$ cat src/rtl/bcd_pkg.sv
// ============================================================================
// Module : bcd_pkg
// Brief  : Shared types, constants and helpers for the BCD countdown timer.
// Rev    : 1.0  initial release
// ============================================================================
`default_nettype none

package bcd_pkg;

    typedef enum logic [1:0] {
        ST_IDLE  = 2'd0,
        ST_RUN   = 2'd1,
        ST_PAUSE = 2'd2
    } state_t;

    localparam int         BCD_W   = 4;
    localparam logic [3:0] BCD_MAX = 4'd9;

    function automatic logic [3:0] bcd_clamp(input logic [3:0] nibble);
        return (nibble > BCD_MAX) ? BCD_MAX : nibble;
    endfunction

endpackage

`default_nettype wire

$ cat src/rtl/bcd_digit_dec.sv
// ============================================================================
// Module : bcd_digit_dec
// Brief  : Combinational single-digit BCD decrement with borrow (0 -> 9).
// Rev    : 1.0  initial release
// ============================================================================
`default_nettype none

module bcd_digit_dec (
    input  logic [3:0] d,
    input  logic       en,
    output logic [3:0] q,
    output logic       is_zero
);
    import bcd_pkg::*;

    assign is_zero = (d == 4'd0);

    always_comb begin
        q = d;
        if (en) begin
            q = is_zero ? BCD_MAX : (d - 4'd1);
        end
    end

endmodule

`default_nettype wire

$ cat src/rtl/bcd_countdown.sv
// ============================================================================
// Module : bcd_countdown
// Brief  : Loadable multi-digit BCD countdown timer with internal prescaler
//          and one-cycle done pulse. Define BCD_COUNTDOWN_AUTORELOAD_EN for
//          periodic auto-reload from the last loaded value.
// Rev    : 1.0  initial release
// ============================================================================
`default_nettype none

module bcd_countdown #(
    parameter int DIGITS   = 4,
    parameter int TICK_DIV = 12_000_000
) (
    input  logic                clk,
    input  logic                rst_n,
    input  logic                load,
    input  logic [4*DIGITS-1:0] load_val,
    input  logic                start,
    input  logic                pause,
    output logic [4*DIGITS-1:0] digits,
    output logic                running,
    output logic                done
);
    import bcd_pkg::*;

    localparam int            W          = BCD_W * DIGITS;
    localparam int            PW         = $clog2(TICK_DIV);
    localparam logic [PW-1:0] PRESC_LAST = PW'(TICK_DIV - 1);

    state_t          state_q,   state_d;
    logic [W-1:0]    digits_q,  digits_d;
    logic [PW-1:0]   presc_q,   presc_d;
    logic            running_q, running_d;
    logic            done_q,    done_d;
`ifdef BCD_COUNTDOWN_AUTORELOAD_EN
    logic [W-1:0]    reload_q,  reload_d;
`endif

    logic [W-1:0]      w_dec;
    logic [W-1:0]      w_load_clamped;
    logic [DIGITS-1:0] w_en;
    logic [DIGITS-1:0] w_is_zero;
    logic              w_tick;
    logic              w_unused_msd_zero;

    assign w_tick            = (state_q == ST_RUN) && (presc_q == PRESC_LAST);
    assign w_unused_msd_zero = w_is_zero[DIGITS-1];

    // Borrow ripples upward: a digit decrements only when every lower digit is 0.
    for (genvar i = 0; i < DIGITS; i++) begin : g_digit
        if (i == 0) begin : g_lsb
            assign w_en[i] = w_tick;
        end else begin : g_upper
            assign w_en[i] = w_en[i-1] & w_is_zero[i-1];
        end

        assign w_load_clamped[i*BCD_W +: BCD_W] = bcd_clamp(load_val[i*BCD_W +: BCD_W]);

        bcd_digit_dec u_dec (
            .d       (digits_q[i*BCD_W +: BCD_W]),
            .en      (w_en[i]),
            .q       (w_dec[i*BCD_W +: BCD_W]),
            .is_zero (w_is_zero[i])
        );
    end

    always_comb begin
        state_d  = state_q;
        digits_d = digits_q;
        presc_d  = presc_q;
        done_d   = 1'b0;
`ifdef BCD_COUNTDOWN_AUTORELOAD_EN
        reload_d = reload_q;
`endif
        if (load) begin
            digits_d = w_load_clamped;
            presc_d  = '0;
            state_d  = ST_IDLE;
`ifdef BCD_COUNTDOWN_AUTORELOAD_EN
            reload_d = w_load_clamped;
`endif
        end else begin
            unique case (state_q)
                ST_IDLE: begin
                    if (start && !pause && (digits_q != '0)) begin
                        state_d = ST_RUN;
                        presc_d = '0;
                    end
                end
                ST_PAUSE: begin
                    if (start && !pause) begin
                        state_d = ST_RUN;
                    end
                end
                ST_RUN: begin
                    // The cycle spent in RUN always counts, even on the pause edge.
                    presc_d = w_tick ? '0 : (presc_q + PW'(1));
                    if (pause) begin
                        state_d = ST_PAUSE;
                    end
                    if (w_tick) begin
                        digits_d = w_dec;
                        if (w_dec == '0) begin
                            done_d = 1'b1;
`ifdef BCD_COUNTDOWN_AUTORELOAD_EN
                            digits_d = reload_q;
                            if (reload_q == '0) begin
                                state_d = ST_IDLE;
                            end
`else
                            state_d = ST_IDLE;
`endif
                        end
                    end
                end
                default: state_d = ST_IDLE;
            endcase
        end
        running_d = (state_d == ST_RUN);
    end

    always_ff @(posedge clk or negedge rst_n) begin
        if (!rst_n) begin
            state_q   <= ST_IDLE;
            digits_q  <= '0;
            presc_q   <= '0;
            running_q <= 1'b0;
            done_q    <= 1'b0;
`ifdef BCD_COUNTDOWN_AUTORELOAD_EN
            reload_q  <= '0;
`endif
        end else begin
            state_q   <= state_d;
            digits_q  <= digits_d;
            presc_q   <= presc_d;
            running_q <= running_d;
            done_q    <= done_d;
`ifdef BCD_COUNTDOWN_AUTORELOAD_EN
            reload_q  <= reload_d;
`endif
        end
    end

    assign digits  = digits_q;
    assign running = running_q;
    assign done    = done_q;

endmodule

`default_nettype wire
$ cat config.mk
export PLATFORM = sky130hd
export DESIGN_NAME = bcd_countdown
export DESIGN_NICKNAME = d
export VERILOG_FILES = /design/src/rtl/bcd_pkg.sv /design/src/rtl/bcd_digit_dec.sv /design/src/rtl/bcd_countdown.sv
export SDC_FILE = /design/constraint.sdc
export NUM_CORES = 1
export LEC_CHECK = 0
export CAP_MARGIN = 20
export CORE_ASPECT_RATIO = 0.8
export CORE_MARGIN = 3
export CORE_UTILIZATION = 50
export DETAILED_ROUTE_END_ITERATION = 12
export DONT_BUFFER_PORTS = 1
export HOLD_SLACK_MARGIN = 0.05
export PLACE_DENSITY = 0.73
export SETUP_SLACK_MARGIN = 0.5
export SLEW_MARGIN = 30
export SYNTH_ARGS = -nofsm -noshare
export SYNTH_HDL_FRONTEND = slang
export SYNTH_SLANG_ARGS = --single-unit
$ cat constraint.sdc
create_clock -name clk -period 2.8 [get_ports clk]
set_clock_uncertainty 0.1 [all_clocks]
set_input_delay 0.14 -clock clk [delete_from_list [all_inputs] [get_ports clk]]
set_output_delay 0.14 -clock clk [all_outputs]
set_load 0.01 [all_outputs]
# --- Word-level counts from Yosys, hierarchy flattened ---
# Index checks and enable logic that the tools add are counted.
# W data, S select, Z words.
totals:
  ram_bits: 0
  out_inout_bits: 18
  latch_bits: 0
  mem_bits_ro: 0
  memories: 0
  reg_bits: 44
  wordCells: 68
classes:
  n_bitwise: 3
  muxes: 30
  reduce_logical: 16
  n_lt_le_gt_ge: 4
  multipliers: 0
  div_mod_pow: 0
  n_addsub: 5
  eq_ne: 5
  shifts: 0
op_table:
  columns: ["op", "count"]
  rows:
  - ["$mux W24", 3]
  - ["$mux W16", 3]
  - ["$mux W4", 12]
  - ["$pmux W24 S2", 1]
  - ["$add A24 B1 Y24 const B", 1]
  - ["$eq A24 B24 Y1 const B", 1]
  - ["$gt A4 B4 Y1 const B", 4]
  - ["$logic_not A16 Y1", 1]
  - ["$logic_not A4 Y1", 4]
  - ["$reduce_bool A16 Y1", 1]
  - ["$sub A4 B1 Y4 const B", 4]
  - ["$mux W2", 6]
  - ["$pmux W2 S3", 1]
  - ["$eq A2 B1 Y1 const B", 2]
  - ["$mux W1", 4]
  - ["$reduce_and A2 Y1", 2]
  - ["$reduce_bool A2 Y1", 2]
  - ["$and A1 B1 Y1", 3]
  - ["$logic_and A1 B1 Y1", 3]
  - ["$ne A3 B3 Y1 const B", 1]
  - ["$reduce_bool A3 Y1", 1]
  - ["$eq A2 B2 Y1 const B", 1]
  - ["$logic_not A2 Y1", 1]
  - ["$logic_not A1 Y1", 1]

# --- Depth between registers and ports, before layout ---
# Gate-level depths: netlist (run 1).
depth:
  depth_word: 12
  depth_mapped: 9

# --- Cells and area by module ---
# From an unflattened synthesis (run 1), not the netlist that was laid out.
unflattened:
  hier_cells: 292
  hier_area_um2: 2808.9
modules_own_cells:
  columns: ["module", "instances", "cells_each", "area_per_inst_um2", "seq_area_each_um2"]
  rows:
  - ["bcd_countdown", 1, 252, 2428.6, 1101.1]
  - ["bcd_digit_dec", 4, 10, 95.1, 0.0]

# --- Worst setup path after synthesis (run 1) ---
# Ideal clock, no wire load.
synth_path:
  kind: "register to register"
  startpoint: "register presc_q[0]"
  endpoint: "register presc_q[13]"
  path_slack_ns: 0.708
  path_buffers: 2
  arrival_time_ns: 1.864
  path_stages_with_launch: 10
  path_cell_list: "dfrtp_1 > ha_1 > nand4_2 > nor4_4 > a211o_2 > buf_4 > buf_2 > a31oi_1 > o21ai_0 > o31ai_1"
synth_via:
  elab_chain_cells: 5
synth_rtl:
  columns: ["element", "line", "text"]
  rows:
  - ["start, declared", "bcd_countdown.sv:32", "logic [PW-1:0] presc_q, presc_d;"]
  - ["start signal, assigned", "bcd_countdown.sv:135", "presc_q <= presc_d;"]
  - ["parallel branches: the longest is 2 deep, another holds $add A24 B1 Y24", null, null]
  - ["$mux W24 *", "bcd_countdown.sv:97", "presc_d = w_tick ? '0 : (presc_q + PW'(1));"]
  - ["$pmux W24 S2 *", "bcd_countdown.sv:83", "unique case (state_q)"]
  - ["$mux W24 *", "bcd_countdown.sv:75", "if (load) begin"]
# Every way passes the cells marked *.
# A chain may end at the register's enable or synchronous reset.

# --- Worst setup path after layout (run 1) ---
layout_path:
  startpoint: "register presc_q[15]"
  endpoint: "register digits_q[4] (netlist: digits[4])"
layout_via:
  elab_chain_cells: 7
layout_rtl:
  columns: ["element", "line", "text"]
  rows:
  - ["$eq A24 B24 Y1 *", "bcd_countdown.sv:46", "assign w_tick = (state_q == ST_RUN) && (presc_q == PRESC_LAST);"]
  - ["$logic_and A1 B1 Y1 *", "bcd_countdown.sv:46", null]
  - ["$and A1 B1 Y1", "bcd_countdown.sv:54", "assign w_en[i] = w_en[i-1] & w_is_zero[i-1];"]
  - ["$mux W4", "bcd_digit_dec.sv:20", "if (en) begin"]
  - ["$mux W16", "bcd_countdown.sv:101", "if (w_tick) begin"]
  - ["$mux W16", "bcd_countdown.sv:83", null]
  - ["$mux W16", "bcd_countdown.sv:75", null]
  - ["end signal, assigned", "bcd_countdown.sv:134", "digits_q <= digits_d;"]
  - ["end, declared", "bcd_countdown.sv:31", "logic [W-1:0] digits_q, digits_d;"]
# Mark *: on every way between the ends. The rest lies on a longest branch, timed or not. The select of a mux whose other input is x is not followed.

==> flow_metrics.py, run 1 <==
metrics = {
    "clocking": {
        "htreeDepth": 2,
        "cts_tree": "yes",
        "clk_latency_ns": 0.30,
        "cts_buffer_depth": 2,
        "path_clk_slew_ns": 0.08,
        "cts_sinks": 44,
        "clock-root-buffer": "clkbuf_8",
        "cts_buffers": 5,
    },
    "worst_setup_path": {
        "crit_chain": "nor4_1, and4_4, nand4_1, buf_4, nor4b_2, xnor2_1, a21oi_1",
        "required_ns": 2.86,
        "crit_fanout": 12,
        "end_kind": "flip-flop",
        "ff2ff_setup_slack_ns": 0.55,
        "rr_startpoint": "presc_q[15]$_DFFE_PN0P_",
        "critPathMaxStageDelay_ns": 0.49,
        "worst-r2r-cell-count": 7,
        "r2r_end": "digits[4]$_DFFE_PN0P_",
        "cp_data_arrival_time_ns": 2.31,
        "cp_slowest_cell": "dfrtp_2",
        "start_kind": "flip-flop",
        "critical_path_class": "flip-flop to flip-flop",
    },
    "timing": {
        "hold_ws_ns": 0.1072,
        "worst_slack_ns": 0.5521,
        "worstMarginPinSlew_ns": 0.7680,
        "fin_crit_ns": 2.248,
        "layout_worst_path_cycle_share_pct": 80.28,
        "slew_headroom_pct": 48.63,
        "final-setup-viol-count": 0,
        "maxSlewViolCount": 0,
        "finalHoldViolations": 0,
        "rsz0062_at_grt": "no",
        "max_freq_ghz": 0.4449,
        "tns_ns": 0,
    },
    "route": {
        "wire_per_inst_um": 17.97,
        "drc_errors": 0,
        "vias_per_cell": 6.476,
        "drtIter0Drc": 210,
        "dr_total_vias": 2584,
        "antenna_left": 0,
        "dr.pass1.iters": 6,
        "routed_wl_um": 7172,
    },
    "placed_design": {
        "io_buffers": 0,
        "place.gp.congestion": 0.7906,
        "dp_slack_ns": 0.4031,
        "postPlaceCellArea_sq_um": 2724,
        "dp.final_hpwl_um": 4517,
    },
    "power": {
        "p_leak_nw": 1.295,
        "ir_worst_vdd_v": 0.0003231,
        "power_density_nw_per_um2": 426.3,
    },
    "floorplanning": {
        "die_w_um": 87.82,
        "dieArea_sq_um": 6275,
        "num_io_pins": 39,
        "die_y_um": 71.46,
        "start_util_pct": 52.57,
        "rows": 23,
        "coreArea_sq_um": 5094,
    },
    "logic_synthesis": {
        "async_reset_ff_share_pct": 100.0,
        "ys.warnings.count": 0,
        "syn_area_sq_um": 2678,
        "ys_ff_latch": 44,
        "postSynthAreaPerCell_sq_um": 8.665,
        "synthesis.nets": 331,
        "synth_flop_cell": "dfrtp_1",
        "synthCells": 309,
        "synth_cell_types": 59,
        "seq_area_frac_synth_pct": 41.12,
        "synth_edf_count": 0,
    },
    "global_route": {
        "grtUsageMet2_pct": 33.44,
        "grt_use_met3_pct": 4.253,
        "first_global_vias": 2292,
        "grt_max_degree": 45,
        "grt_use_met1_pct": 34.40,
        "top_usage_layer": "met1",
        "grt_antenna_before_repair": 0,
        "grt_overflow": 0,
        "track_usage_pct": 22.54,
        "grt_pass1_wl_um": 11140,
    },
    "final_layout": {
        "finalNetCount": 358,
        "area_growth_pct": 19.95,
        "layout-drive-gt1-share_pct": 15.13,
        "stdcell_area_sq_um": 3212,
        "antennaDiodeCount": 0,
    },
    "worst_hold_path": {
        "hold_depth": 3,
        "hp-start": "start",
        "whs_endpoint": "running$_DFF_PN0_",
        "hold_path_class": "primary input to flip-flop",
    },
    "outcome": {
        "outcome": "finished clean",
    },
    "run": {
        "drv_cap": 0,
    },
}
[logic make-up after synthesis]
family / synth area share, %
buffers and inverters: 4.673
XOR/XNOR: 2.944
multiplexers: 1.308
flip-flops: 41.12
AO/OA/AOI/OAI: 21.26
adder cells (fa/ha/maj): 0.4672
AND/OR/NAND/NOR: 28.22
[cell usage in the layout, fill, tap and decap left out, types with 2 or more instances in the layout]
cell,Yosys,routed
or3_1,4,4
a31oi_1,13,13
inv_1,9,9
nor4_2,1,2
nor4_4,2,2
clkbuf_8,0,5
o31ai_1,5,5
and3_1,8,7
nor3_2,1,2
dfrtp_1,44,42
xnor2_1,8,8
nor2_1,27,27
nor3_4,1,2
nand2_1,28,28
nor4_1,5,4
dfrtp_2,0,2
nand4_1,9,9
nand2b_1,3,3
o21a_1,3,3
buf_4,2,12
nand3b_1,3,3
a22o_1,3,2
and2_2,3,3
mux2i_1,2,2
o21ai_0,45,45
a21oi_1,14,14
nand3_1,12,11
dlygate4sd3_1,0,23
or2b_1,2,2
nor3_1,7,5
[worst max-delay path by stage]
| stage | startpoint | to | depth (start not counted) |
|---|---|---|---|
| global route | presc_q[0]$_DFFE_PN0P_ | digits[5]$_DFFE_PN0P_ | 7 |
| detailed placement | presc_q[0]$_DFFE_PN0P_ | presc_q[18]$_DFFE_PN0P_ | 8 |
| CTS | presc_q[0]$_DFFE_PN0P_ | digits[1]$_DFFE_PN0P_ | 8 |
| floorplan | presc_q[0]$_DFFE_PN0P_ | presc_q[13]$_DFFE_PN0P_ | 9 |
| finish | presc_q[15]$_DFFE_PN0P_ | digits[4]$_DFFE_PN0P_ | 7 |
| global placement | digits[7]$_DFFE_PN0P_ | presc_q[2]$_DFFE_PN0P_ | 7 |
[area by class of cell]
cell class | instances | area (sq um)
fillers | 422 | 1882
multi-input cells | 240 | 1541
flip-flops and latches | 44 | 1104
repair buffers | 36 | 347.8
well taps | 62 | 77.57
clock buffers | 6 | 72.57
clock inverters | 2 | 35.03
inverters | 9 | 33.78
[power breakdown]
| group | switching (mW) | total, mW | internal [mW] |
|---|---|---|---|
| Combinational | 0.0965 | 0.178 | 0.0818 |
| Sequential | 0.0497 | 0.707 | 0.657 |
| Clock | 0.219 | 0.484 | 0.265 |
[through the flow]
stage	util [%]	total power, mW	cells
finish	63.06	1.369	399
global route	63.06	1.423	399
CTS	61.12	1.365	395
detailed placement	53.48	0.8340	362
global placement	53.48	0.8300	362
floorplan	-	0.8019	309
[registers in the layout, summed over array words and instances, names as in the netlist]
| signal | cells |
|---|---|
| digits | 16 |
| done | 1 |
| presc_q | 24 |
| running | 1 |
| state_q | 2 |
[metal layers]
metal / up-vias / routed length (um)
li1: 1193 / -
met1: 1262 / 3444
met2: 116 / 3089
met3: 13 / 554
met4: 0 / 84
met5: - / 0
[repair_timing]
item / CTS / global route
cloned: 0 / 1
setup buffers: 1 / 3
endpoints found under the setup margin: 27 / 32
pin swaps: 2 / 6
gates resized for setup: 4 / 13
hold buffers: 24 / 0
hold endpoints to repair: 63 / 0
[critical path: cells and delay by family (launching register included)]
| family | cells | cell delay, ns |
|---|---|---|
| DFF | 1 | 0.49 |
| xor gates and xnor gates | 1 | 0.18 |
| buffers and inverters | 1 | 0.20 |
| AOI/OAI and AO/OA | 1 | 0.10 |
| and+or+nand+nor | 4 | 1.04 |
[cell usage after synthesis (all sizes together) (2+ instances only)]
cell	instances	area, sq um
clkbuf	8	31.28
inv	9	33.78
o31ai	5	37.54
or2b	2	15.01
or3	4	25.02
xnor2	8	70.07
o21a	3	22.52
nor2	27	101.4
nand2	28	105.1
o21ai	46	230.2
nor3	9	61.31
buf	8	51.29
o22ai	2	12.51
a21oi	14	70.07
nand3	12	60.06
a31oi	13	81.33
and2	4	28.78
dfrtp	44	1101
nor4	8	86.33
and3	8	50.05
nand4	10	68.81
mux2i	2	20.02
nand2b	3	18.77
a22o	3	26.28
o211ai	2	20.02
a211oi	2	15.01
nand3b	3	22.52
nor3b	2	20.02
and4	3	28.78
(Power assumes the default switching activity.)
==> run 2, diff against run 1 <==
- clock period: 2.8 -> 2.24 ns (I/O delays scaled with it)
==> run 2 against run 1 <==
  * The flow now finishes with violations (negative setup slack)
  * Worst hold slack got worse by 0.0058 ns
  * Worst setup slack got worse by 0.57 ns
  * Global-route usage increased by 7.9 points
  * Routed wire length increased by 67%
  * Count of clock-buffer cells in the layout decreased by 1
  * Register-to-register slack got worse by 0.57 ns
  * First-iteration DRC count increased to 2.7 times the previous value
  * Total power increased by 56%
  * Critical endpoint is now presc_q[18]$_DFFE_PN0P_
  * Largest power group unchanged
  * Highest routed layer unchanged
==> flow_metrics.py, run 2 (synthesis results as in run 1) <==
metrics = {
    "outcome": {
        "outcome": "finished, violations left",
        "failed_checks": "negative setup slack",
    },
    "clocking": {
        "htreeDepth": 2,
        "path_clk_slew_ns": 0.09,
        "clock-root-buffer": "clkbuf_8",
        "cts_buffer_depth": 2,
        "cts_buffers": 5,
        "cts_sinks": 44,
        "clk_latency_ns": 0.31,
        "cts_tree": "yes",
    },
    "power": {
        "p_switching_mw": 0.5705,
        "internal-power_mw": 1.565,
        "p_clk_share_pct": 40.5,
        "p_sw_share_pct": 26.72,
        "p_leak_nw": 1.777,
        "ir_worst_vdd_v": 0.0003643,
        "comb_power_share_pct": 18.6,
        "power_density_nw_per_um2": 500.7,
        "pwr-share-seq_pct": 40.9,
    },
    "floorplanning": {
        "die_y_um": 71.46,
        "die_w_um": 87.82,
        "start_util_pct": 52.57,
        "rows": 23,
        "coreArea_sq_um": 5094,
        "num_io_pins": 39,
        "dieArea_sq_um": 6275,
    },
    "final_layout": {
        "layout-drive-gt1-share_pct": 40.97,
        "final_common_cell": "buf_4",
        "fin_util_pct": 83.71,
        "area_growth_pct": 59.25,
        "largest-register": "presc_q",
        "layout_common_cells": "buf_4, dfrtp_1, o21ai_1",
        "antennaDiodeCount": 0,
        "largest_reg_flops": 24,
        "stdcell_area_sq_um": 4264,
        "finalNetCount": 414,
    },
    "placed_design": {
        "dp.final_hpwl_um": 4843,
        "io_buffers": 0,
        "postPlaceCellArea_sq_um": 2962,
        "place.gp.congestion": 0.7938,
    },
    "worst_setup_path": {
        "cp_data_arrival_time_ns": 2.37,
        "critical_path_class": "flip-flop to flip-flop",
        "start_kind": "flip-flop",
        "cp-startpoint": "presc_q[1]$_DFFE_PN0P_",
        "r2r_end": "presc_q[18]$_DFFE_PN0P_",
        "timing.critical_path.mode_cell": "buf_6",
        "end_kind": "flip-flop",
        "critPathMaxStageDelay_ns": 0.42,
        "rr_startpoint": "presc_q[1]$_DFFE_PN0P_",
        "crit_fanout": 8,
        "required_ns": 2.35,
        "worstSetupEndpoint": "presc_q[18]$_DFFE_PN0P_",
        "ff2ff_setup_slack_ns": -0.01,
        "worst-r2r-cell-count": 10,
        "crit_chain": "ha_4, nand4_4, nor4_4, buf_6, buf_6, a211o_4, buf_12, a31oi_1, o21ai_1, o31ai_1",
        "cp_slowest_cell": "dfrtp_1",
    },
    "timing": {
        "fin_crit_ns": 2.253,
        "slew_headroom_pct": 24.80,
        "max_freq_ghz": 0.4438,
        "worst_slack_ns": -0.01333,
        "worstMarginPinSlew_ns": 1.124,
        "finalHoldViolations": 0,
        "hold_ws_ns": 0.1014,
        "rsz0062_at_grt": "yes",
        "layout_worst_path_cycle_share_pct": 100.6,
        "maxSlewViolCount": 0,
        "final-setup-viol-count": 2,
    },
    "route": {
        "dr.pass1.iters": 6,
        "dr_total_vias": 3382,
        "vias_per_cell": 7.433,
        "drtIter0Drc": 576,
        "antenna_left": 0,
        "routed_wl_um": 11960,
        "drc_errors": 0,
        "wire_per_inst_um": 26.28,
    },
    "run": {
        "drv_cap": 0,
    },
    "global_route": {
        "grt_antenna_before_repair": 0,
        "grt_max_degree": 45,
        "grt_pass1_wl_um": 14750,
        "grt_overflow": 0,
        "track_usage_pct": 30.44,
        "first_global_vias": 2850,
    },
    "worst_hold_path": {
        "hold_path_class": "primary input to flip-flop",
    },
}
[run 2: changes by cell type in the layout (fill, tap and decap cells not counted), moves of 5 or more]
cell / previous run / this run
o21ai_1: 1 / 25
dfrtp_1: 42 / 33
o21ai_2: 0 / 10
nor2_4: 0 / 5
buf_12: 0 / 6
buf_6: 0 / 7
buf_4: 12 / 48
o21ai_0: 45 / 11
nor2_1: 27 / 20
dfrtp_2: 2 / 11
[run 2: stage by stage]
| step | TNS (ns) | power (mW) | instances | worst slack [ns] |
|---|---|---|---|---|
| floorplan | 0 | 1.016 | 309 | 0.2955 |
| global placement | 0 | 1.072 | 382 | 0.05590 |
| detailed placement | 0 | 1.077 | 382 | 0.02601 |
| CTS | 0 | 2.042 | 436 | 0.1330 |
| global route | -0.4852 | 2.180 | 455 | -0.07832 |
| finish | -0.01864 | 2.135 | 455 | -0.01333 |
[run 2: repair_timing]
item | 4_1_cts | 5_1_grt
cloned | 6 | 2
setup endpoints to repair | 44 | 44
setup buffers | 16 | 17
gates resized for setup | 37 | 67
pin swaps | 34 | 31
hold buffers | 24 | 0
endpoints found under the hold margin | 68 | 0
[run 2: critical path: cells and delay by family, from the launching register on]
| family | cells | cell delay [ns] |
|---|---|---|
| compound gates | 4 | 0.79 |
| buf+inv | 3 | 0.44 |
| flops | 1 | 0.42 |
| simple gates | 2 | 0.20 |
| fa+ha+maj | 1 | 0.19 |
[run 2: area by class of cell]
cell class,count,area (sq um)
sequential,44,1115
fill,239,829.5
timing repair buffer,90,954.7
inverter,9,33.78
clock buffer,5,68.82
tap,62,77.57
clock inverter,3,90.09
multi-input combinational,242,1924
[run 2: routing by layer]
| metal | routed length, um | track usage (%) |
|---|---|---|
| met2 | 5135 | 45.82 |
| met3 | 1621 | 6.552 |
| met5 | 0 | 0 |
| met4 | 770 | 11.24 |
| met1 | 4433 | 43.17 |
[run 2: power groups by stage]
stage / Clock, mW / Combinational, mW / Sequential, mW
floorplan: 0 / 0.124 / 0.892
global placement: 0 / 0.196 / 0.876
detailed placement: 0 / 0.200 / 0.876
CTS: 0.850 / 0.328 / 0.864
global route: 0.890 / 0.415 / 0.874
finish: 0.865 / 0.397 / 0.873
[run 2: worst min-delay path by stage]
stage / startpoint / endpoint / cells after the start / slack [ns]
2_1_floorplan: rst_n / digits[0]$_DFFE_PN0P_ / 0 / -0.28
3_3_place_gp: rst_n / presc_q[4]$_DFFE_PN0P_ / 0 / -0.28
3_5_place_dp: rst_n / presc_q[4]$_DFFE_PN0P_ / 0 / -0.28
4_1_cts: load / presc_q[12]$_DFFE_PN0P_ / 3 / 0.05
5_1_grt: load / presc_q[5]$_DFFE_PN0P_ / 3 / 0.11
6_report: start / state_q[0]$_DFF_PN0_ / 3 / 0.10
